### src/rtl/multicycle_alu.sv
// Multicycle ALU: one request at a time, SLL shifts one bit per cycle.
// Result, zero and illegal are registered and change only when done is raised.
module multicycle_alu (
   input  logic        clk,
   input  logic        reset,
   input  logic        start,
   input  logic [3:0]  alucontrol,
   input  logic [31:0] a,
   input  logic [31:0] b,
   input  logic [4:0]  shamt,
   output logic [31:0] result,
   output logic        zero,
   output logic        done,
   output logic        busy,
   output logic        illegal,
   output logic [1:0]  state_dbg
);

   // Handshake: start is taken only on an edge where state is IDLE (busy=0);
   // the request completes with a single-cycle done, and start is dropped
   // (not queued) while busy=1, including the DONE cycle.
   typedef enum logic [1:0] {IDLE = 2'd0, EXEC = 2'd1, SHIFT = 2'd2, DONE = 2'd3} state_t;

   localparam logic [3:0] OP_AND = 4'b0000;
   localparam logic [3:0] OP_OR  = 4'b0001;
   localparam logic [3:0] OP_ADD = 4'b0010;
   localparam logic [3:0] OP_SLL = 4'b0011;
   localparam logic [3:0] OP_SUB = 4'b0110;
   localparam logic [3:0] OP_SLT = 4'b0111;
   localparam logic [3:0] OP_NOR = 4'b1100;

   state_t      state;
   logic [3:0]  op_q;
   logic [31:0] a_q;
   logic [31:0] b_q;
   logic [31:0] acc;
   logic [4:0]  count;
   logic [31:0] alu_out;
   logic        alu_legal;

   assign state_dbg = state;

   always_comb begin
      alu_out   = 32'd0;
      alu_legal = 1'b1;
      case (op_q)
         OP_ADD:  alu_out = a_q + b_q;
         OP_SUB:  alu_out = a_q - b_q;
         OP_AND:  alu_out = a_q & b_q;
         OP_OR:   alu_out = a_q | b_q;
         OP_NOR:  alu_out = ~(a_q | b_q);
         OP_SLT:  alu_out = ($signed(a_q) < $signed(b_q)) ? 32'd1 : 32'd0;
         OP_SLL:  alu_out = acc;  // only reached here with a zero shift count
         default: alu_legal = 1'b0;
      endcase
   end

   always_ff @(posedge clk) begin
      if (reset) begin
         state   <= IDLE;
         op_q    <= 4'd0;
         a_q     <= 32'd0;
         b_q     <= 32'd0;
         acc     <= 32'd0;
         count   <= 5'd0;
         result  <= 32'd0;
         zero    <= 1'b0;
         done    <= 1'b0;
         busy    <= 1'b0;
         illegal <= 1'b0;
      end else begin
         done <= 1'b0;
         case (state)
            IDLE: begin
               if (start) begin
                  op_q  <= alucontrol;
                  a_q   <= a;
                  b_q   <= b;
                  acc   <= b;
                  count <= shamt;
                  busy  <= 1'b1;
                  state <= EXEC;
               end
            end
            EXEC: begin
               // The first shift happens here so SLL finishes in 2+shamt edges.
               if (op_q == OP_SLL && count != 5'd0) begin
                  acc   <= acc << 1;
                  count <= count - 5'd1;
                  state <= SHIFT;
               end else begin
                  result  <= alu_out;
                  zero    <= (alu_out == 32'd0);
                  illegal <= ~alu_legal;
                  done    <= 1'b1;
                  state   <= DONE;
               end
            end
            SHIFT: begin
               if (count != 5'd0) begin
                  acc   <= acc << 1;
                  count <= count - 5'd1;
               end else begin
                  result  <= acc;
                  zero    <= (acc == 32'd0);
                  illegal <= 1'b0;
                  done    <= 1'b1;
                  state   <= DONE;
               end
            end
            DONE: begin
               busy  <= 1'b0;
               state <= IDLE;
            end
            default: state <= IDLE;
         endcase
      end
   end

endmodule
### config.mk
export PLATFORM = sky130hd
export DESIGN_NAME = multicycle_alu
export DESIGN_NICKNAME = d
export VERILOG_FILES = /design/src/rtl/multicycle_alu.sv
export SDC_FILE = /design/constraint.sdc
export NUM_CORES = 1
export LEC_CHECK = 0
export BUFFER_PORTS_ARGS = -buffer_cell sky130_fd_sc_hd__buf_2
export CORE_MARGIN = 2
export CORE_UTILIZATION = 43
export CTS_CLUSTER_SIZE = 16
export DETAILED_ROUTE_END_ITERATION = 16
export PLACE_DENSITY = 0.73
export SYNTH_ARGS = -nofsm -noshare
export SYNTH_HDL_FRONTEND = slang
export SYNTH_SLANG_ARGS = --single-unit
export TNS_END_PERCENT = 50
### constraint.sdc
create_clock -name clk -period 2.9 [get_ports clk]
set_input_delay 0.29 -clock clk [delete_from_list [all_inputs] [get_ports clk]]
set_output_delay 0.29 -clock clk [all_outputs]
set_load 0.02 [all_outputs]
# Word-level counts from Yosys, hierarchy flattened
# Cells that the tools add are included.
# op_classes
order_cmp	1
addsub	3
mux	29
n_eq_ne	14
reduce_logical	15
bitwise_logic	4
# op_table
op	n
32-bit one-hot mux with 7 select lines	1
32-bit two-way mux	5
32-bit one-hot mux with 3 select lines	1
32-bit logical NOT	2
32-bit one-hot mux with 2 select lines	1
32-bit adder	1
32-bit AND	1
32-bit less-than comparator	1
32-bit NOT	1
32-bit bitwise OR	1
32-bit subtractor	1
5-bit two-way mux	3
5-bit one-hot mux with 3 select lines	1
1-bit two-way mux	10
2-bit inequality test, second input constant	5
4-bit by 2-bit == test with 1-bit output, second input constant	2
4-bit by 3-bit == test with 1-bit output, second input constant	2
1-bit one-hot mux with 2 select lines	4
2-bit one-hot mux with 4 select lines	1
7-bit OR reduction	1
2-bit AND reduction	3
5-bit nonzero test	1
5-bit by 1-bit subtractor with 5-bit output, second input constant	1
2-bit == test, second input constant	2
other kinds (12)	14
# word_totals
in_bits	76
output_inout_bits	38
register_bits	143
elab_cells	77

# Logic depth before layout (Yosys ltp)
# logic_depth
word_depth	6
depth_mapped	13
mapped_depth_nobuf	13

# Worst setup path after synthesis
# OpenSTA, ideal clock, no wires.
# synth_path
path_type	register -> register
startpoint	reg a_q[0]
endpoint	reg zero
stages_incl_launch_ff	13
setup_slack_ns	-0.115
setup_time_ns	0.069
t_required_ns	2.831
period_less_slack_ns	3.015
path_buffers	0
t_arrival_ns	2.946
cell_sequence	dfxtp_1 -> ha_1 -> fa_1 -> a21o_1 -> a221o_2 -> a221oi_4 -> o21ai_2 -> a211o_1 -> a31oi_2 -> o211ai_1 -> a2111oi_2 -> nand4_1 -> o21ai_1
# synth_between
elab_chain_cells	6
elab_cells_between_ends	11
cone_classes	2 x add/sub; 1 x order compare; 4 x mux; 3 x bitwise; 1 x reduce/logical
# synth_lines
item	line_no	text
start: declaration	34	logic [31:0] a_q;
start signal: assignment	62	a_q <= 32'd0;
start signal: assignment	77	a_q <= a;
32-bit less-than comparator or 32-bit bitwise OR (tied branches)	52, 50, 51	
1-bit two-way mux or 32-bit NOT (tied branches)	52, 51	
32-bit one-hot mux with 7 select lines *	46	case (op_q)
32-bit logical NOT *	93	zero <= (alu_out == 32'd0);
1-bit two-way mux *	87	if (op_q == OP_SLL && count != 5'd0) begin
1-bit one-hot mux with 2 select lines *	73	case (state)
end signal: assignment	93	
end signal: assignment	105	zero <= (acc == 32'd0);
end: declaration	12	output logic zero,
# Mark *: on every way between the ends. The rest lies on a longest branch, timed or not. The select of a mux whose other input is x is not followed.
# A chain may end at the register's enable or synchronous reset.

# Worst setup path after layout
# layout_path
startpoint	reg a_q[1]
endpoint	reg zero
# Same word-level chain as after synthesis.

==> impl_metrics.yaml <==
yosys:
  synth_cells: 1619
  async_flop_share_pct: 0
  syn_area_um2: 12000
  synthFlopType: "dfxtp_1"
  yosysSeqAreaShare_pct: 23.8
  synth-edff-count: 0
  yosys_warnings: 0
  syn-num-nets: 1816
  synth.avg_cell_area_um2: 7.42
  synth_cell_types: 93
  yosys_register_bits: 143
detailed_routing:
  dr.pass1.iters: 6
  drt-initial-drc-count: 1284
  via_count: 14600
  wl_per_cell_um: 22.9
  finalWirelength_um: 56300
  ant_nets: 0
  viasPerCell: 5.91
  drc: 0
outcome:
  violations: "setup timing"
  status: "finished, violations left"
clock_network:
  cts_max_level: 4
  cts.sinks: 143
  tritoncts: "built"
  cts_buffer_depth: 2
  clk_latency_ns: 0.46
  cts-root-buf: "clkbuf_16"
  clk_pin_slew_ns: 0.07
  cts_buffers: 17
final_layout:
  post-route-util_pct: 64.3
  drive_above_1_share_pct: 37.2
  antenna_cells: 0
  nets: 2273
  syn_to_final_growth_pct: 48.0
global_routing:
  grt_pass1_wl_um: 83400
  grt_usage_pct: 37.9
  grt_max_degree: 67
  grt_overflow: 0
  antenna_found_initial: 1
  grt_pass1_vias: 14000
worst_hold_path:
  hp-class: "in -> reg"
  min_to: "a_q[12]"
  whs_path_depth: 3
  min-delay-start: "a[12]"
placement:
  port_buffers: 113
  gp_congestion: 1.05
  dp_hpwl_um: 43900
pwr:
  powerDensity_nw_per_um2: 929
  worst_ir_drop_vdd_uv: 839
  leakage_nw: 7.71
  power.total_mw: 16.5
setup_path:
  crit_path_max_fanout: 7
  start_kind: "register"
  r2r-start: "a_q[1]"
  critPathCaptureType: "register"
  reg2reg_to: "zero"
  cp_data_required_time_ns: 3.30
  critPathKind: "reg -> reg"
  worstRegToRegCells: 12
  reg2reg_slack_ns: -0.52
  cp.arrival_ns: 3.82
sta:
  fin_ws_ns: -0.518
  worst_pin_slew_ns: 0.911
  rsz0062_at_grt: "yes"
  fin_crit_ns: 3.42
  fin_setup_tns_ns: -2.83
  finalCritPeriodShare_pct: 118
  relSlewSlack_pct: 38.5
  skew_ns: 0.0102
  setup_viol: 15
  drv_slew: 0
  finalHoldViolCount: 0
  max_freq_mhz: 293
die:
  die_width_um: 171
  num_rows: 61
  coreArea_um2: 27600
  die_h_um: 171
  start_util_pct: 43.5
  ios: 114
  dieArea_um2: 29300
flow_run:
  maxCapViolations: 0
worst max-delay path: stages, from the launching register on:
cell,delay [ns]
dfxtp_2,0.34
buf_4,0.15
fa_2,0.39
a21o_1,0.19
a221o_2,0.47
a221oi_4,0.38
o21ai_2,0.13
a211o_1,0.31
a31oi_4,0.18
o211ai_1,0.16
a2111oi_2,0.38
nand4_1,0.14
o21ai_1,0.12
repair_timing:
action | in CTS | in global routing
resized for setup | 150 | 94
endpoints found under the hold margin | 0 | 0
buffers inserted | 14 | 12
pin swaps | 62 | 61
hold buffers | 0 | 0
setup endpoints to repair | 26 | 28
synth_stat cells, types with 6 or more instances:
cell type / count / share of area (%)
dfxtp_1: 143 / 24
clkbuf_1: 74 / 2.3
inv_1: 95 / 3.0
ha_1: 119 / 12
xnor2_1: 6 / 0.44
o21bai_1: 8 / 0.50
a221o_1: 10 / 0.83
a211o_1: 10 / 0.73
nor2_1: 154 / 4.8
mux2i_1: 42 / 3.5
and2_1: 13 / 0.68
o211ai_1: 22 / 1.4
nor3_1: 34 / 1.4
o221ai_1: 20 / 1.5
o21a_1: 7 / 0.44
a21o_1: 23 / 1.4
or3_1: 6 / 0.31
nand2b_1: 17 / 0.89
a221oi_1: 14 / 1.0
nand2_1: 228 / 7.1
a311oi_1: 8 / 0.58
and3_1: 6 / 0.31
nor4_1: 18 / 0.94
buf_2: 27 / 1.1
a21oi_1: 167 / 7.0
a2111oi_0: 10 / 0.73
a211oi_1: 54 / 3.4
buf_1: 8 / 0.25
o31ai_1: 10 / 0.63
o22a_1: 6 / 0.44
a31oi_1: 16 / 0.83
nand3_1: 23 / 0.96
nor2b_1: 9 / 0.47
o21ai_1: 7 / 0.29
nand4_1: 13 / 0.68
a22oi_1: 25 / 1.6
o21ai_0: 51 / 2.1
per-layer routing:
| metal | global-route usage, % | vias to the layer above | routed length (µm) |
|---|---|---|---|
| met3 | 7.59 | 149 | 4060 |
| met1 | 49.1 | 6946 | 23900 |
| met2 | 61.6 | 662 | 25900 |
| met4 | 15.5 | 2 | 2380 |
| met5 | 0 | - | 13 |
| li1 | - | 6806 | - |
registers in the layout (all words and copies together) (netlist names):
register and flops:
a_q 32, acc 32, b_q 32, result 32, count 5, op_q 4, state_dbg 2, busy 1
done 1, illegal 1, zero 1
how the worst max path moves through the flow:
| stage | from | end | slack, ns | depth (start not counted) |
|---|---|---|---|---|
| detailed placement | a_q[0] | zero | -0.73 | 15 |
| global route | a_q[1] | zero | -0.63 | 12 |
| floorplan | b_q[0] | zero | -0.11 | 12 |
| global placement | a_q[1] | result[31] | -0.61 | 14 |
| finish | a_q[1] | zero | -0.52 | 12 |
| CTS | a_q[0] | zero | -0.52 | 15 |
per-stage QoR:
step / hold slack [ns] / area [µm²] / cells / setup WS [ns]
after floorplan: 0.418 / 12000 / 1619 / -0.111
after global placement: 0.438 / 15900 / 2415 / -0.613
after detailed placement: 0.445 / 15900 / 2415 / -0.730
after CTS: 0.0471 / 17300 / 2457 / -0.522
after global routing: 0.0593 / 17800 / 2465 / -0.629
final: 0.0528 / 17800 / 2465 / -0.518
layout by cell type, fill, tap and decap left out, drive strengths merged, types with 6 or more instances in the layout:
master   instances
and2            14
a2111oi         12
o31ai           12
a211o           10
o21bai           8
nor2b            9
clkinv           6
o221ai          20
xnor2            6
nand4           13
o22a             6
nand2          228
ha             119
a311oi           8
o21ai           59
a211oi          55
a31oi           17
nor3            36
nand2b          17
a22oi           25
nand3           23
nor4            20
o21a             7
dfxtp          143
a21o            23
and3             6
clkbuf          19
a221oi          15
or3              6
a221o           11
nor2           154
a21oi          167
o211ai          22
inv            102
buf            549
mux2i           42
final cells by class:
cell class / count / area, µm²
fillers: 2471 / 9860
multi-input cells: 1265 / 9400
repair buffers: 549 / 4080
flip-flops and latches: 143 / 2890
well taps: 378 / 473
clock buffers: 19 / 443
inverters: 100 / 375
clock inverters: 11 / 108
where the power goes:
| part | switching (mW) | total [mW] | internal, mW |
|---|---|---|---|
| logic | 6.42 | 11.2 | 4.80 |
| registers | 0.577 | 3.10 | 2.52 |
| clock network | 0.986 | 2.19 | 1.20 |
cells by family after synthesis:
kind of cell,count (synthesis),synth area share [%]
compound gates,541,31.4
buf+inv,211,6.97
xor+xnor,8,0.584
simple gates,553,21.0
flops,143,23.8
mux,42,3.50
fa+ha+maj,121,12.7
No activity file was read; power rests on OpenSTA's default activity.
